===== config.mk =====
export PLATFORM = sky130hd
export DESIGN_NAME = piso_serializer
export DESIGN_NICKNAME = d
export VERILOG_FILES = /design/src/rtl/piso_serializer.sv
export SDC_FILE = /design/constraint.sdc
export NUM_CORES = 1
export LEC_CHECK = 0
export CORE_ASPECT_RATIO = 1.75
export CORE_MARGIN = 2
export CORE_UTILIZATION = 52
export CTS_BUF_LIST = sky130_fd_sc_hd__clkbuf_16
export CTS_CLUSTER_DIAMETER = 30
export CTS_CLUSTER_SIZE = 40
export DETAILED_ROUTE_END_ITERATION = 10
export PLACE_DENSITY_LB_ADDON = 0.3
export SLEW_MARGIN = 10
export SYNTH_ARGS = -nofsm -noshare
export SYNTH_HDL_FRONTEND = slang
export SYNTH_SLANG_ARGS = --single-unit

===== constraint.sdc =====
create_clock -name clk -period 2.2 [get_ports clk]
set_clock_uncertainty 0.15 [all_clocks]
set_input_delay 0.44 -clock clk [delete_from_list [all_inputs] [get_ports clk]]
set_output_delay 0.44 -clock clk [all_outputs]
set_load 0.01 [all_outputs]

===== src/rtl/piso_serializer.sv =====
// Parallel-in serial-out serializer with a one-entry holding register.
// Optional even-parity trailer bit per word: define PISO_PARITY_EN.
module piso_serializer #(
  parameter int DATA_W    = 8,
  parameter bit MSB_FIRST = 1'b1
) (
  input  logic              clk,
  input  logic              reset,
  input  logic [DATA_W-1:0] in_data,
  input  logic              in_valid,
  output logic              in_ready,
  input  logic              ser_en,
  output logic              ser_out,
  output logic              ser_valid,
  output logic              ser_last,
  output logic [15:0]       words_sent
);

  localparam int CW = $clog2(DATA_W + 1);
`ifdef PISO_PARITY_EN
  localparam int NBITS = DATA_W + 1;
`else
  localparam int NBITS = DATA_W;
`endif
  localparam logic [CW-1:0] LAST = CW'(NBITS - 1);

  typedef enum logic {
    IDLE,
    SHIFT
  } state_t;

  state_t            state;
  state_t            state_n;
  logic [DATA_W-1:0] hold_data;
  logic              hold_full;
  logic              hold_full_n;
  logic [DATA_W-1:0] shreg;
  logic [DATA_W-1:0] shreg_n;
  logic [DATA_W-1:0] shreg_adv;
  logic [CW-1:0]     cnt;
  logic [CW-1:0]     cnt_n;
  logic              accept;
  logic              adv;
  logic              done;
  logic              load;
  logic              data_bit;
  logic              out_n;
  logic              last_n;
  logic              valid_n;

  assign in_ready = ~hold_full;
  assign accept   = in_valid & ~hold_full;
  assign adv      = (state == SHIFT) & ser_en;
  assign done     = adv & ser_last;
  assign load     = hold_full & ((state == IDLE) | done);

  assign shreg_adv = MSB_FIRST ? {shreg[DATA_W-2:0], 1'b0}
                               : {1'b0, shreg[DATA_W-1:1]};

  always_comb begin
    state_n     = state;
    shreg_n     = shreg;
    cnt_n       = cnt;
    hold_full_n = hold_full | accept;
    if (load) begin
      state_n     = SHIFT;
      shreg_n     = hold_data;
      cnt_n       = '0;
      hold_full_n = accept;
    end else if (done) begin
      state_n = IDLE;
    end else if (adv) begin
      shreg_n = shreg_adv;
      cnt_n   = cnt + CW'(1);
    end
  end

  assign data_bit = MSB_FIRST ? shreg_n[DATA_W-1] : shreg_n[0];
  assign valid_n  = (state_n == SHIFT);
  assign last_n   = valid_n & (cnt_n == LAST);

`ifdef PISO_PARITY_EN
  logic par;
  logic par_n;

  assign par_n = load ? ^hold_data : par;
  // The slot after the last data bit carries the word's even parity.
  assign out_n = valid_n &
                 ((cnt_n == CW'(DATA_W)) ? par_n : data_bit);

  always_ff @(posedge clk or posedge reset) begin
    if (reset) begin
      par <= 1'b0;
    end else begin
      par <= par_n;
    end
  end
`else
  assign out_n = valid_n & data_bit;
`endif

  always_ff @(posedge clk or posedge reset) begin
    if (reset) begin
      state      <= IDLE;
      hold_data  <= '0;
      hold_full  <= 1'b0;
      shreg      <= '0;
      cnt        <= '0;
      ser_out    <= 1'b0;
      ser_valid  <= 1'b0;
      ser_last   <= 1'b0;
      words_sent <= '0;
    end else begin
      state     <= state_n;
      hold_full <= hold_full_n;
      shreg     <= shreg_n;
      cnt       <= cnt_n;
      ser_out   <= out_n;
      ser_valid <= valid_n;
      ser_last  <= last_n;
      if (accept) begin
        hold_data <= in_data;
      end
      if (done && (words_sent != 16'hFFFF)) begin
        words_sent <= words_sent + 16'd1;
      end
    end
  end

endmodule


==> flow_summary.yaml, run 1 <==
yosys:
  ys_seq_area_frac: 0.546
  synthTopCellsByArea: "dfrtp_1 (55%), xor2_1 (5.7%), mux2_2 (4.9%)"
  synth_simple_gate_area_frac: 0.198
  syn_inst: 157
  yosysTopAreaCell: "dfrtp_1"
  syn_nets: 171
  synth_edf_count: 0
  avgSynthCellArea_sq_um: 11.7
  synth_fa_ha_area_frac: 0.0136
  synthArstFlopShare: 1.00
  synthDistinctLibCells: 40
  ys_warn_count: 0
  synth_top_family_by_area: "simple AND/OR/NAND/NOR gates"
  synth_compound_gate_area_share: 0.0880
  ys_seq_elements: 40
  synth_top_area_frac: 0.546
  synth_xor_area_frac: 0.0812
  synth_ff_type: "dfrtp_1"
  synthMuxAreaShare: 0.0553
  synth_area_sq_mm: 0.00183
clocking:
  cts_tree: "built"
  clk_pin_slew_worst_paths_ns: 0.06
  clockRootBuffer: "clkbuf_16"
  cts-resized-gates: 0
  cts_inserted_buffers: 5
  ctsHoldBuffers: 0
  cts.sinks: 40
  clkLatencyLatePin_ns: 0.28
  post-cts-setup-buffers: 0
  clock_path_buffers: 2
  cts_max_level: 2
final_layout:
  nets: 217
  antenna_cells: 0
  fin_cells: 249
  syn_to_final_growth_pct: 32.9
  drive_gt1_frac: 0.181
setup_path:
  slowest_stage: "or4_4"
  path_delay_family: "simple AND/OR/NAND/NOR gates"
  worstPathMaxFanout: 3
  crit-reg2reg-launch: "words_sent[0]$_DFFE_PP0P_"
  path_class: "in2reg"
  startpoint: "ser_en"
  critical_path.max_stage_delay_ns: 0.57
  path_cells: "clkdlybuf4s50_1 > nand3_1 > or4_4 > nor4_2 > xor2_1"
  cp-end-kind: "flop"
  cp_num_buf_inv: 1
  cp.required_ns: 2.25
  worstPathArrival_ns: 2.03
  startpoint_type: "input port"
timing:
  rsz0062_at_grt: "no"
  period_needed_ns: 1.97
  max_slew_margin: 0.670
  layout_setup_ws_ns: 0.229
  setup_violations: 0
  slew_violations: 0
  tightest_slew_ns: 0.494
  post-route-period-util: 0.896
  hold_violations: 0
  fmax_mhz: 507
grt:
  antenna_found_initial: 0
  grt_pass1_wl_mm: 6.82
  grt_max_degree: 41
  track_usage: 0.222
  overflow: 0
  first_global_vias: 1490
status:
  outcome: "finished clean"
detailed_routing:
  vias: 1386
  wirelength_mm: 4.03
  drc_errors: 0
  dr.pass1.iters: 4
  ant_nets: 0
  routedWlPerCell_microns: 16.2
  viasPerCell: 5.57
  drt_first_iter_violations: 13
power_and_ir_drop:
  clockPowerShare: 0.303
  p_comb_frac: 0.267
  pwr-share-seq: 0.430
  ir_worst_vdd_uv: 734
  intPower_uw: 1880
  power_density_mw_per_mm2: 1080
  p_leak_uw: 0.00119
  swShare: 0.285
  p_switching_uw: 750
die:
  fp.dieW_microns: 48.9
  die-area_sq_mm: 0.00404
  num_io_pins: 32
  core_sq_mm: 0.00336
  start_util: 0.545
  die-height_microns: 82.6
  placementRows: 28
worst_hold_path:
  min_from: "hold_data[0]$_DFFE_PP0P_"
  hp-class: "reg2reg"
placed_design:
  dpl.hpwl_mm: 2.78
  dp.cells: 241
  io_buffers: 31
  pre_cts_ws_ns: -0.0642
  gp_congestion: 0.750
job:
  maxCapViolCount: 0
==> area by class of cell <==
cell class / count / area (sq um)
clock buffers: 5 / 125
repair buffers: 43 / 400
inverters: 4 / 15.0
well taps: 45 / 56.3
multi-input cells: 109 / 801
fillers: 267 / 926
clock inverters: 3 / 38.8
flip-flops and latches: 40 / 1000
==> cell families (layout without fill, tap and decap cells) <==
logic type               count (synthesis)  after routing
AO/OA/AOI/OAI                           22             22
XOR/XNOR                                17             17
adder cells (fa/ha/maj)                  2              2
AND/OR/NAND/NOR                         59             59
flip-flops                              40             40
multiplexers                             9              9
buffers and inverters                    8             55
==> through the flow <==
stage,util,TNS [ns],total power [uW],area (sq um),hold slack (ns)
floorplan,-,0,1540,1830,0.296
global placement,0.676,-0.00284,1790,2270,0.312
detailed placement,0.676,-0.120,1830,2270,0.329
CTS,0.725,0,2660,2440,0.342
global route,0.725,0,2780,2440,0.350
finish,0.725,0,2630,2440,0.345
==> synthesized netlist by cell type, types with 2 or more instances <==
cell type,number
a21o_1,7
ha_1,2
mux2_2,8
nand2_1,15
nand3_1,6
a21oi_1,3
o21ai_0,2
buf_2,2
and2_1,2
clkbuf_1,2
xnor2_1,5
nor2_1,7
nor4_1,5
or2_2,2
nor3_1,4
a22o_1,6
dfrtp_1,40
nand4_1,3
xor2_1,12
inv_1,4
==> worst register-to-register path, cell delays in order (launching register included) <==
cell     delay [ns]
dfrtp_1        0.47
ha_1           0.24
nand3_2        0.11
nor4_4         0.40
buf_4          0.21
nor4_1         0.07
xor2_1         0.14
==> per-layer routing <==
metal	share of wire	track usage	vias up	wire length [microns]
li1	-	-	648	-
met1	0.36	0.228	692	1470
met2	0.58	0.430	39	2350
met3	0.035	0.0486	7	140
met4	0.017	0.0943	0	70
met5	0	0	-	0
==> cell usage in the layout (no fill, tap or decap), types with 2 or more instances in the layout <==
master / count
a21o_1: 7
a21oi_1: 3
a22o_1: 6
and2_1: 2
buf_4: 12
clkbuf_16: 5
clkdlybuf4s50_1: 31
dfrtp_1: 40
ha_1: 2
inv_1: 5
mux2_2: 8
nand2_1: 15
nand3_1: 6
nand4_1: 3
nor2_1: 7
nor3_1: 4
nor4_1: 5
o21ai_0: 2
or2_2: 2
xnor2_1: 5
xor2_1: 12
==> sequential cells by signal, summed over array words and instances, names as in the netlist <==
signal      count
words_sent     16
hold_data       8
shreg           8
cnt             4
hold_full       1
ser_last        1
ser_out         1
state           1
==> final timing paths <==
| kind | end | slack (ns) | depth (start not counted) |
|---|---|---|---|
| worst max-delay path | words_sent[15]$_DFFE_PP0P_ | 0.23 | 5 |
| worst min-delay path | shreg[0]$_DFFE_PP0P_ | 0.35 | 2 |
| worst max register to register | words_sent[5]$_DFFE_PP0P_ | 0.27 | 6 |
| worst min register to register | shreg[0]$_DFFE_PP0P_ | 0.35 | 2 |
| max in group asynchronous | words_sent[12]$_DFFE_PP0P_ | 1.12 | 3 |
| min in group asynchronous | hold_data[5]$_DFFE_PP0P_ | 0.43 | 3 |
==> power groups by stage <==
| stage | registers [uW] | clock network (uW) | logic (uW) |
|---|---|---|---|
| final | 1130 | 797 | 701 |
| after global routing | 1160 | 842 | 772 |
| after CTS | 1130 | 813 | 714 |
| after detailed placement | 1140 | 0 | 690 |
| after global placement | 1130 | 0 | 660 |
| after floorplan | 1120 | 0 | 424 |
Note: power is estimated with default switching activity, not from simulation.
==> run 2: changes to the inputs <==
MAX_ROUTING_LAYER = met4   (was default)
==> run 2 against run 1 <==
- count of clock-buffer cells in the layout stayed put
- non-clock buffer count stayed put
- via count is 0.72% lower
- combinational power hardly changed
- die area stayed put
- sequential share of layout area stayed put
- clock power hardly changed
- sequential cell count stayed put
- largest power group unchanged
==> flow_summary.yaml, run 2 (synthesized netlist as in run 1, its figures left out) <==
grt:
  grt_max_degree: 41
  grt_pass1_wl_mm: 6.82
  antenna_found_initial: 0
  first_global_vias: 1493
  overflow: 0
  track_usage: 0.228
die:
  die-height_microns: 82.6
  start_util: 0.545
  placementRows: 28
  die-area_sq_mm: 0.00404
  fp.dieW_microns: 48.9
  num_io_pins: 32
  core_sq_mm: 0.00336
power_and_ir_drop:
  finalPower_uw: 2630
  ir_worst_vdd_uv: 734
  power_density_mw_per_mm2: 1080
  p_leak_uw: 0.00119
timing:
  rsz0062_at_grt: "no"
  period_needed_ns: 1.97
  tightest_slew_ns: 0.493
  hold_violations: 0
  fmax_mhz: 508
  slew_violations: 0
  post-route-period-util: 0.895
  setup-tns-final_ns: 0
  setup_violations: 0
  whs_ns: 0.345
  max_slew_margin: 0.671
clocking:
  cts_inserted_buffers: 5
  post-cts-setup-buffers: 0
  clock_path_buffers: 2
  cts.sinks: 40
  ctsHoldBuffers: 0
  cts_tree: "built"
  clk_pin_slew_worst_paths_ns: 0.06
  clkLatencyLatePin_ns: 0.28
  clockRootBuffer: "clkbuf_16"
  cts_max_level: 2
  cts-resized-gates: 0
placed_design:
  gp_congestion: 0.759
  dpl.hpwl_mm: 2.78
  io_buffers: 31
final_layout:
  antenna_cells: 0
  syn_to_final_growth_pct: 32.9
  nets: 217
  layout_commonest_cell: "dfrtp_1"
  layout_common_cells: "dfrtp_1 (40), clkdlybuf4s50_1 (31), nand2_1 (15)"
  multi_input_area_sq_um: 801
  seq_area_sq_mm: 0.00100
  fill_cells: 267
  reg.largest.list: "words_sent: 16 flops, hold_data: 8 flops, shreg: 8 flops"
  largest_reg_flops: 16
  drive_gt1_frac: 0.181
  regMostFlops: "words_sent"
detailed_routing:
  vias: 1376
  wirelength_mm: 4.02
  drt_first_iter_violations: 17
  dr.pass1.iters: 3
  routedWlPerCell_microns: 16.1
  drc_errors: 0
  viasPerCell: 5.53
  ant_nets: 0
setup_path:
  cp-end-kind: "flop"
  worstPathArrival_ns: 2.02
  cp.required_ns: 2.25
  path_class: "in2reg"
  worstPathMaxFanout: 3
  startpoint_type: "input port"
worst_hold_path:
  hp-class: "reg2reg"
status:
  outcome: "finished clean"
job:
  maxCapViolCount: 0
==> run 2: cell counts in the layout (fill, tap and decap cells not counted) <==
No cell type changed its count.
==> run 2: area by class of cell <==
cell class	count	share of cell area
Multi-Input combinational cell	109	0.329
Clock buffer	5	0.0513
Inverter	4	0.00616
Tap cell	45	0.0231
Timing Repair Buffer	43	0.164
Sequential cell	40	0.411
Clock inverter	3	0.0159
==> run 2: where the power goes <==
group          internal (uW)  leakage (uW)  total, uW  switching [uW]
clock network            528     0.0000850        797             269
registers                955      0.000512       1130             174
logic                    393      0.000592        702             308
==> run 2: path summary, 6_finish.rpt <==
| path | startpoint | end | slack (ns) | depth (start not counted) |
|---|---|---|---|---|
| max | ser_en | words_sent[15]$_DFFE_PP0P_ | 0.23 | 5 |
| min | hold_data[0]$_DFFE_PP0P_ | shreg[0]$_DFFE_PP0P_ | 0.35 | 2 |
| max reg2reg | words_sent[0]$_DFFE_PP0P_ | words_sent[5]$_DFFE_PP0P_ | 0.27 | 6 |
| min reg2reg | hold_data[0]$_DFFE_PP0P_ | shreg[0]$_DFFE_PP0P_ | 0.35 | 2 |
| max in group asynchronous | reset | words_sent[12]$_DFFE_PP0P_ | 1.12 | 3 |
| min in group asynchronous | reset | hold_data[5]$_DFFE_PP0P_ | 0.43 | 3 |
==> run 2: layer usage <==
metal  vias to the layer above  part of all wire  track usage
met4                         0             0.017       0.0943
met3                         7             0.029       0.0450
met2                        34              0.58        0.430
li1                        645                 -            -
met5                         -                 0            -
met1                       690              0.37        0.230
==> run 2: worst max-delay path, cell delays in order <==
cell and delay (ns):
clkdlybuf4s50_1 0.47, nand3_1 0.12, or4_4 0.57, nor4_2 0.26, xor2_1 0.16
==> run 2: through the flow <==
stage	utilization	cell area [sq um]	setup WS (ns)	cells
final	0.725	2440	0.231	249
after global routing	0.725	2440	0.154	249
after CTS	0.725	2440	0.221	249
after detailed placement	0.676	2270	-0.0642	241
after global placement	0.676	2270	-0.00284	241
after floorplan	-	1830	0.229	157
==> run 3: changes to the inputs <==
CORE_UTILIZATION = 45   (was 52)
PLACE_DENSITY = 0.7   (was default)
PLACE_DENSITY_LB_ADDON = default   (was 0.3)
==> run 3 against run 2 <==
- combinational power fell by 0.6%
- die area rose by 14%
- critical path depth did not move
- worst hold slack got worse by 0.017 ns
- sequential share of layout area rose by 0.19 points
- clock power rose by 1%
- final area fell by 0.46%
- sequential power barely moved
- critical path type unchanged
- final cell count rose by 0.40%
- count of clock-buffer cells in the layout did not move
- fmax rose by 0.47%
- sequential cell count did not move
==> flow_summary.yaml, run 3 (synthesized netlist as in run 1, its figures left out) <==
power_and_ir_drop:
  ir_worst_vdd_uv: 706
  p_switching_uw: 740
  pwr-share-seq: 0.425
  clockPowerShare: 0.308
  power_density_mw_per_mm2: 1080
  p_leak_uw: 0.00118
  intPower_uw: 1870
  swShare: 0.283
  p_comb_frac: 0.267
detailed_routing:
  dr.pass1.iters: 5
  vias: 1373
  drt_first_iter_violations: 46
  ant_nets: 0
  drc_errors: 0
  wirelength_mm: 3.90
  viasPerCell: 5.49
  routedWlPerCell_microns: 15.6
timing:
  tightest_slew_ns: 0.496
  slew_violations: 0
  fmax_mhz: 510
  hold_violations: 0
  rsz0062_at_grt: "no"
  post-route-period-util: 0.891
  setup-tns-final_ns: 0
  period_needed_ns: 1.96
  max_slew_margin: 0.670
  setup_violations: 0
final_layout:
  regMostFlops: "words_sent"
  drive_gt1_frac: 0.173
  syn_to_final_growth_pct: 32.3
  largest_reg_flops: 16
  fill_cells: 339
  fin_cells: 250
  stdcell_area_sq_mm: 0.00243
  reg.largest.list: "words_sent: 16 flops, hold_data: 8 flops, shreg: 8 flops"
  layout_common_cells: "dfrtp_1 (40), clkdlybuf4s50_1 (31), nand2_1 (15)"
  antenna_cells: 0
  nets: 215
  layout_commonest_cell: "dfrtp_1"
clocking:
  cts_inserted_buffers: 5
  post-cts-setup-buffers: 0
  clock_path_buffers: 2
  cts_tree: "built"
  clockRootBuffer: "clkbuf_16"
  cts_max_level: 2
  cts.sinks: 40
  clkLatencyLatePin_ns: 0.28
  clk_pin_slew_worst_paths_ns: 0.06
  cts-resized-gates: 0
  ctsHoldBuffers: 0
grt:
  overflow: 0
  antenna_found_initial: 0
  grt_pass1_wl_mm: 6.53
  track_usage: 0.200
  grt_use_met1: 0.221
  first_global_vias: 1422
  met3_usage: 0.0439
  grtUsageMet2: 0.337
  top_usage_layer: "met2"
  grt_max_degree: 41
setup_path:
  cp-end-kind: "flop"
  worstPathArrival_ns: 2.01
  reg2reg_to: "words_sent[5]$_DFFE_PP0P_"
  startpoint_type: "input port"
  cp_num_buf_inv: 1
  worstPathMaxFanout: 3
  path_class: "in2reg"
  path_cells: "clkdlybuf4s50_1 > nand3_1 > or4_4 > nor4_2 > xor2_1"
  crit-reg2reg-launch: "words_sent[1]$_DFFE_PP0P_"
  ff2ff_path_depth: 6
  r2r_slack_ns: 0.30
  path_delay_family: "simple AND/OR/NAND/NOR gates"
  cp.required_ns: 2.25
  critical_path.max_stage_delay_ns: 0.56
  slowest_stage: "or4_4"
placed_design:
  io_buffers: 31
  gp_congestion: 0.782
  dpl.hpwl_mm: 2.78
  dp.cells: 242
  place_area_sq_mm: 0.00226
worst_hold_path:
  whs_path_depth: 1
  hp-class: "reg2reg"
  min_from: "shreg[6]$_DFFE_PP0P_"
  min_to: "shreg[6]$_DFFE_PP0P_"
die:
  die-area_sq_mm: 0.00462
  placementRows: 30
  start_util: 0.470
  die-height_microns: 88.5
  num_io_pins: 32
  fp.dieW_microns: 52.3
  core_sq_mm: 0.00390
job:
  maxCapViolCount: 0
status:
  outcome: "finished clean"
## run 3: cell count changes in the layout (fill, tap and decap cells not counted), sizes merged
cell | previous run | this run
buf | 12 | 10
## run 3: metrics by stage
step,hold slack (ns),util,setup WS [ns],power (uW)
2_1_floorplan,0.296,-,0.229,1540
6_report,0.328,0.621,0.240,2610
4_1_cts,0.330,0.621,0.229,2650
3_3_place_gp,0.313,0.579,-0.0175,1790
3_5_place_dp,0.316,0.579,-0.0670,1830
5_1_grt,0.345,0.621,0.142,2770
## run 3: metal layers
| layer | share of wire | vias to the layer above | wire [microns] |
|---|---|---|---|
| li1 | - | 645 | - |
| met1 | 0.38 | 673 | 1500 |
| met2 | 0.55 | 43 | 2130 |
| met3 | 0.040 | 12 | 156 |
| met4 | 0.029 | 0 | 113 |
| met5 | 0 | - | 0 |
## run 3: how the worst max path moves through the flow
stage	slack, ns	end	depth (start not counted)	start
3_3_place_gp	-0.02	words_sent[15]$_DFFE_PP0P_	5	ser_en
4_1_cts	0.23	words_sent[15]$_DFFE_PP0P_	5	ser_en
3_5_place_dp	-0.07	words_sent[15]$_DFFE_PP0P_	5	ser_en
2_1_floorplan	0.23	words_sent[1]$_DFFE_PP0P_	5	words_sent[0]$_DFFE_PP0P_
5_1_grt	0.14	words_sent[15]$_DFFE_PP0P_	5	ser_en
6_report	0.24	words_sent[15]$_DFFE_PP0P_	5	ser_en
## run 3: layout make-up
cell class,count,area [sq um],share of cell area
sequential,40,1000,0.413
multi-input combinational,109,801,0.330
timing repair buffer,41,385,0.159
clock buffer,5,125,0.0516
tap,48,60.1,0.0248
clock inverter,3,38.8,0.0160
inverter,4,15.0,0.00619
## run 3: power groups by stage
| stage | combinational (uW) | sequential [uW] | clock (uW) |
|---|---|---|---|
| CTS | 709 | 1120 | 825 |
| detailed placement | 701 | 1120 | 0 |
| floorplan | 424 | 1120 | 0 |
| global placement | 674 | 1110 | 0 |
| global route | 781 | 1140 | 852 |
| finish | 698 | 1110 | 806 |
